[src/rtl/cpu_clk_ctrl_if.sv]
// Control and status bundle between the board-level controller and cpu_clk_ctrl.
// The master side selects the mode, loads the divisor and carries the raw step
// button; the slave side returns the core enable, core reset and tick counter.
interface cpu_clk_ctrl_if #(
    parameter int DIV_WIDTH  = 32,
    parameter int TICK_WIDTH = 6
);
    logic [1:0]            mode;
    logic [DIV_WIDTH-1:0]  div_value;
    logic                  div_load;
    logic                  step_btn;
    logic                  cpu_en;
    logic                  cpu_resetn;
    logic [TICK_WIDTH-1:0] tick_count;

    modport master (
        output mode, div_value, div_load, step_btn,
        input  cpu_en, cpu_resetn, tick_count
    );

    modport slave (
        input  mode, div_value, div_load, step_btn,
        output cpu_en, cpu_resetn, tick_count
    );
endinterface

[src/rtl/cpu_clk_ctrl.sv]
// Core clock-enable and reset sequencer.
// Produces a one-cycle enable pulse for a core clocked directly from clk, plus a
// sequenced core reset. Modes: halt, divided run, debounced single-step, full
// speed. The divisor is loadable at runtime and post-reset pulses are counted
// for debug LEDs.
module cpu_clk_ctrl #(
    parameter int DIV_WIDTH       = 32,
    parameter int DEFAULT_DIV     = 27000000,
    parameter int POR_CYCLES      = 16,
    parameter int DEBOUNCE_CYCLES = 270000,
    parameter int TICK_WIDTH      = 6
) (
    input  logic          clk,
    input  logic          resetn,
    cpu_clk_ctrl_if.slave bus
);

    typedef enum logic [1:0] {
        MODE_HALT    = 2'b00,
        MODE_RUN_DIV = 2'b01,
        MODE_STEP    = 2'b10,
        MODE_FULL    = 2'b11
    } mode_e;

    localparam int POR_W = $clog2(POR_CYCLES + 1);
    localparam int DEB_W = $clog2(DEBOUNCE_CYCLES + 1);
    localparam logic [POR_W-1:0]     POR_LAST  = POR_W'(POR_CYCLES - 1);
    localparam logic [DEB_W-1:0]     DEB_LAST  = DEB_W'(DEBOUNCE_CYCLES - 1);
    localparam logic [DIV_WIDTH-1:0] DIV_RESET = DIV_WIDTH'(DEFAULT_DIV);

    mode_e                 mode_now;
    mode_e                 prev_mode_q, prev_mode_d;
    logic [POR_W-1:0]      por_cnt_q, por_cnt_d;
    logic                  cpu_resetn_q, cpu_resetn_d;
    logic                  cpu_en_q, cpu_en_d;
    logic [TICK_WIDTH-1:0] tick_q, tick_d;
    logic [DIV_WIDTH-1:0]  div_reg_q, div_reg_d;
    logic [DIV_WIDTH-1:0]  div_cnt_q, div_cnt_d;
    logic                  sync1_q, sync1_d;
    logic                  sync2_q, sync2_d;
    logic                  stable_q, stable_d;
    logic [DEB_W-1:0]      deb_cnt_q, deb_cnt_d;
    logic                  step_pulse_q, step_pulse_d;
    logic                  mode_changed;
    logic                  div_wrap;

    assign mode_now     = mode_e'(bus.mode);
    assign mode_changed = (mode_now != prev_mode_q);
    // A divisor of 0 or 1 wraps every cycle, which gives a continuous enable
    assign div_wrap     = (div_reg_q <= DIV_WIDTH'(1)) ||
                          (div_cnt_q == div_reg_q - DIV_WIDTH'(1));

    assign bus.cpu_en     = cpu_en_q;
    assign bus.cpu_resetn = cpu_resetn_q;
    assign bus.tick_count = tick_q;

    // State register; a reset in the middle of operation aborts POR and debounce alike
    always_ff @(posedge clk) begin
        if (!resetn) begin
            prev_mode_q  <= mode_now;
            por_cnt_q    <= '0;
            cpu_resetn_q <= 1'b0;
            cpu_en_q     <= 1'b0;
            tick_q       <= '0;
            div_reg_q    <= DIV_RESET;
            div_cnt_q    <= '0;
            sync1_q      <= 1'b0;
            sync2_q      <= 1'b0;
            stable_q     <= 1'b0;
            deb_cnt_q    <= '0;
            step_pulse_q <= 1'b0;
        end else begin
            prev_mode_q  <= prev_mode_d;
            por_cnt_q    <= por_cnt_d;
            cpu_resetn_q <= cpu_resetn_d;
            cpu_en_q     <= cpu_en_d;
            tick_q       <= tick_d;
            div_reg_q    <= div_reg_d;
            div_cnt_q    <= div_cnt_d;
            sync1_q      <= sync1_d;
            sync2_q      <= sync2_d;
            stable_q     <= stable_d;
            deb_cnt_q    <= deb_cnt_d;
            step_pulse_q <= step_pulse_d;
        end
    end

    // Synchronise the button and accept a new level only after it has held steady
    always_comb begin
        sync1_d      = bus.step_btn;
        sync2_d      = sync1_q;
        stable_d     = stable_q;
        deb_cnt_d    = '0;
        step_pulse_d = 1'b0;
        if (sync2_q != stable_q) begin
            if (deb_cnt_q == DEB_LAST) begin
                stable_d     = sync2_q;
                step_pulse_d = sync2_q;
            end else begin
                deb_cnt_d = deb_cnt_q + DEB_W'(1);
            end
        end
    end

    // Hold the core in reset for the power-on window after resetn is released
    always_comb begin
        por_cnt_d    = por_cnt_q;
        cpu_resetn_d = cpu_resetn_q;
        if (!cpu_resetn_q) begin
            por_cnt_d    = por_cnt_q + POR_W'(1);
            cpu_resetn_d = (por_cnt_q == POR_LAST);
        end
    end

    // Pick this cycle's enable from POR state, mode changes, divisor loads and the mode
    always_comb begin
        prev_mode_d = mode_now;
        div_reg_d   = div_reg_q;
        div_cnt_d   = div_cnt_q;
        cpu_en_d    = 1'b0;
        tick_d      = tick_q;
        if (bus.div_load) begin
            div_reg_d = bus.div_value;
            div_cnt_d = '0;
        end
        if (mode_changed) begin
            div_cnt_d = '0;
        end
        if (!cpu_resetn_d) begin
            cpu_en_d = 1'b1;
        end else if (!(mode_changed || bus.div_load)) begin
            case (mode_now)
                MODE_HALT:    cpu_en_d = 1'b0;
                MODE_RUN_DIV: begin
                    cpu_en_d  = div_wrap;
                    div_cnt_d = div_wrap ? '0 : div_cnt_q + DIV_WIDTH'(1);
                end
                MODE_STEP:    cpu_en_d = step_pulse_q;
                MODE_FULL:    cpu_en_d = 1'b1;
            endcase
        end
        if (cpu_resetn_d && cpu_en_d) begin
            tick_d = tick_q + TICK_WIDTH'(1);
        end
    end

endmodule

[src/flat_wrapper.sv]
// flat-port wrapper written by rule: the top's interface ports become plain ports
module cpu_clk_ctrl_flat 
#(
    parameter int DIV_WIDTH       = 32,
    parameter int DEFAULT_DIV     = 27000000,
    parameter int POR_CYCLES      = 16,
    parameter int DEBOUNCE_CYCLES = 270000,
    parameter int TICK_WIDTH      = 6
)
  (clk, resetn, bus_mode, bus_div_value, bus_div_load, bus_step_btn, bus_cpu_en, bus_cpu_resetn, bus_tick_count);
  cpu_clk_ctrl_if #(.DIV_WIDTH(DIV_WIDTH), .TICK_WIDTH(TICK_WIDTH)) bus_i ();
  input  logic clk;
  input  logic resetn;
  input wire logic [$bits(bus_i.mode)-1:0] bus_mode;
  input wire logic [$bits(bus_i.div_value)-1:0] bus_div_value;
  input wire logic [$bits(bus_i.div_load)-1:0] bus_div_load;
  input wire logic [$bits(bus_i.step_btn)-1:0] bus_step_btn;
  output wire logic [$bits(bus_i.cpu_en)-1:0] bus_cpu_en;
  output wire logic [$bits(bus_i.cpu_resetn)-1:0] bus_cpu_resetn;
  output wire logic [$bits(bus_i.tick_count)-1:0] bus_tick_count;
  assign bus_i.mode = bus_mode;
  assign bus_i.div_value = bus_div_value;
  assign bus_i.div_load = bus_div_load;
  assign bus_i.step_btn = bus_step_btn;
  assign bus_cpu_en = bus_i.cpu_en;
  assign bus_cpu_resetn = bus_i.cpu_resetn;
  assign bus_tick_count = bus_i.tick_count;
  cpu_clk_ctrl #(.DIV_WIDTH(DIV_WIDTH), .DEFAULT_DIV(DEFAULT_DIV), .POR_CYCLES(POR_CYCLES), .DEBOUNCE_CYCLES(DEBOUNCE_CYCLES), .TICK_WIDTH(TICK_WIDTH)) u_core (.clk(clk), .resetn(resetn), .bus(bus_i));
endmodule
[config.mk]
export PLATFORM = sky130hd
export DESIGN_NAME = cpu_clk_ctrl_flat
export DESIGN_NICKNAME = d
export VERILOG_FILES = /design/src/rtl/cpu_clk_ctrl_if.sv /design/src/rtl/cpu_clk_ctrl.sv /design/src/flat_wrapper.sv
export SDC_FILE = /design/constraint.sdc
export NUM_CORES = 1
export LEC_CHECK = 0
export ABC_CLOCK_PERIOD_IN_PS = 3490
export CAP_MARGIN = 20
export CORE_MARGIN = 2
export CORE_UTILIZATION = 28
export CTS_CLUSTER_SIZE = 28
export DETAILED_ROUTE_END_ITERATION = 10
export PLACE_DENSITY = 0.49
export SYNTH_ARGS = -nofsm -noshare
export SYNTH_HDL_FRONTEND = slang
export SYNTH_SLANG_ARGS = --single-unit
[constraint.sdc]
create_clock -name clk -period 3.49 [get_ports clk]
set_input_delay 0.5235 -clock clk [delete_from_list [all_inputs] [get_ports clk]]
set_output_delay 0.5235 -clock clk [all_outputs]
set_load 0.02 [all_outputs]
==> metrics.cfg <==
[status]
outcome = completed

[global_route]
grt_pass1_vias = 4912
antenna_found_initial = 0
grt_usage_pct = 15.0
grt_overflow = 0
grt_pass1_wl_mm = 25.7
grt_max_degree = 55

[logic_synthesis]
synth-adder-area-share_pct = 1.53
yosys.area_share.xor_xnor_pct = 9.95
synth_top_family_by_area = simple AND/OR/NAND/NOR gates
yosys.area_share.simple_pct = 28.4
synth-compound-area-share_pct = 13.9
ys.flop_type = dfxtp_1
yosysSeqAreaShare_pct = 35.7
ys_warn_count = 0
async_flop_share_pct = 0
syn_nets = 733
synth-seq-cells = 102
synth.area.mux_share_pct = 6.82
syn_inst = 688
synth_edf_count = 0
ys_types = 63
avgSynthCellArea_um2 = 8.32
syn-cell-area_um2 = 5720

[pwr]
comb_power_share_pct = 11.1
power_density_nw_per_um2 = 346
netSwitchingPower_uw = 673
p_seq_share_pct = 49.0
power_leakage_nw = 2.56
power.share.clock_pct = 39.9
ir_worst_vdd_uv = 209
p_sw_share_pct = 26.8
internal_power_mw = 1.84

[cells_and_area]
diodes = 0
areaGrowthSynthToFinish_pct = 26.9
fillers = 2152
regArea_um2 = 2050
nets = 821
drive_above_1_share_pct = 14.6
multi_input_area_um2 = 3580
finalNonFillerCells = 1051
final_core_util_pct = 36.0

[sta]
hold_ws_ps = 438
slew_headroom_pct = 49.6
fin_crit_sh_pct = 95.0
slew_viol_final = 0
tightestPinTransition_ps = 753
finalClockSkew_ps = 15.2
finalHoldViolCount = 0
min_period_ps = 3320
max_freq_mhz = 302
rsz0062_at_grt = false
finalSetupViolations = 0

[floorplanning]
core_area_um2 = 20200
start_util_pct = 28.4
ios = 46
num_rows = 52
die_h_um = 147
die-area_um2 = 21600
die_w_um = 147

[worst_setup_path]
cpPeakStageDelay_ps = 550
slowest_stage = or4_4
required_ps = 3740
worstSetupPathType = register to register
worstRegToRegCells = 12
path_buf_inv = 3
worst-path-stages = 12
path_delay_family = simple AND/OR/NAND/NOR gates
startpoint_type = register
timing.critical_path.mode_cell = buf_4
critPathMaxFanout = 7
path_cells = or4_4, or3_4, nor3_4, nor2_1, or4_1, a2111oi_2, a31o_1, buf_6, a211oi_4, buf_4, buf_4, a22o_1
crit_arrival_ps = 3560
critPathCaptureType = register

[drt]
routedWlPerCell_um = 15.3
route.detailed.drc = 0
viasPerCell = 4.91
vias = 5162
drtIter0Drc = 267
antenna_left = 0
first_pass_iters = 4
drt-total-wl_mm = 16.1

[cts]
root_buffer = clkbuf_16
htree_levels = 3
cts_sinks = 102
insertion_delay_ps = 360
clk_pin_slew_ps = 80
clock_path_buffers = 2
cts_buffers = 9
cts_tree = yes

[placement]
io_buffers = 45
dp_hpwl_mm = 11.9
dpl.cell_count = 1026
place_congestion = 0.892

[flow_run]
drv_cap = 0

[hold_path]
hold_path.class = register to register
hold-path-cell-count = 1

-- worst reg2reg max path: cells and delay by family, from the launching register on --
family	cells	cell delay, ps
and+or+nand+nor	5	1680
DFF	1	350
buffers and inverters	3	450
AOI/OAI and AO/OA	4	730
-- cell families (layout without fill, tap and decap cells) --
group	count (synthesis)	in the layout
AO/OA/AOI/OAI	117	118
AND/OR/NAND/NOR	307	307
flip-flops	102	102
buffers and inverters	51	143
multiplexers	39	39
XOR/XNOR	65	65
adder cells (fa/ha/maj)	7	7
-- flip-flops by register name, summed over array words and instances, names as in the netlist, 2 cells and up --
signal	cells
u_core.por_cnt_q	5
u_core.bus.tick_count	6
u_core.div_reg_q	32
u_core.deb_cnt_q	19
u_core.div_cnt_q	32
u_core.prev_mode_q	2
-- synth_stat cells (21+ instances only) --
cell	n	area (um^2)
nor3_1	23	115
xor2_1	31	272
xnor2_1	34	298
dfxtp_1	102	2040
nor2b_1	23	144
nand2_1	58	218
o21ai_0	34	170
a21oi_1	21	105
clkbuf_1	27	101
nand3_1	34	170
nor2_1	64	240
mux2i_1	39	390
-- path summary, 6_finish.rpt --
kind,start,end,slack [ps]
max,u_core.div_reg_q[16],u_core.div_cnt_q[30],170
min,u_core.sync1_q,u_core.sync2_q,440
max reg2reg,u_core.div_reg_q[16],u_core.div_cnt_q[30],170
min reg2reg,u_core.sync1_q,u_core.sync2_q,440
-- cell usage in the layout (no fill, tap or decap), drive strengths merged, types with 12 or more instances in the layout --
cell,count
nand2,58
nand3,34
mux2i,39
nor2b,23
and3,12
a21oi,21
clkdlybuf4s50,43
nor2,64
o21ai,34
dfxtp,102
xor2,31
buf,67
inv,20
xnor2,34
nor4,17
nand4,15
nor3,25
-- power by group through the flow --
stage / Sequential (mW) / Combinational, mW / Clock [mW]
final: 1.23 / 0.279 / 1.00
after global routing: 1.23 / 0.308 / 1.09
after CTS: 1.22 / 0.274 / 1.04
after detailed placement: 1.25 / 0.273 / 0
after global placement: 1.25 / 0.274 / 0
after floorplan: 1.25 / 0.150 / 0
-- per-stage QoR --
stage | total power, mW | worst slack (ps) | instance area, um^2 | TNS (ps)
detailed placement | 1.52 | -29.6 | 6790 | -29.6
floorplan | 1.40 | 33.0 | 5720 | 0
global route | 2.63 | 10.9 | 7260 | 0
finish | 2.51 | 174 | 7260 | 0
CTS | 2.54 | -22.9 | 7080 | -39.2
global placement | 1.53 | -60.3 | 6790 | -130
-- layout make-up --
| type | instances | share of cell area (%) |
|---|---|---|
| Clock buffer | 9 | 3.10 |
| Timing Repair Buffer | 111 | 13.0 |
| Sequential cell | 102 | 28.2 |
| Tap cell | 270 | 4.65 |
| Inverter | 16 | 0.827 |
| Clock inverter | 7 | 0.896 |
| Multi-Input combinational cell | 536 | 49.3 |
-- layer usage --
layer / vias to the layer above / track usage, % / part of all wire, %
met1: 2371 / 19.6 / 47
li1: 2655 / - / -
met4: 0 / 6.11 / 3.2
met3: 28 / 3.23 / 4.9
met5: - / 0 / 0
met2: 108 / 24.1 / 45
-- what timing repair did --
action | 4_1_cts | 5_1_grt
resized for setup | 0 | 25
endpoints found under the setup margin | 6 | 35
gates cloned | 0 | 1
pin swaps | 1 | 9
hold buffers | 0 | 0
setup buffers | 0 | 8
Note: power is estimated with default switching activity, not from simulation.
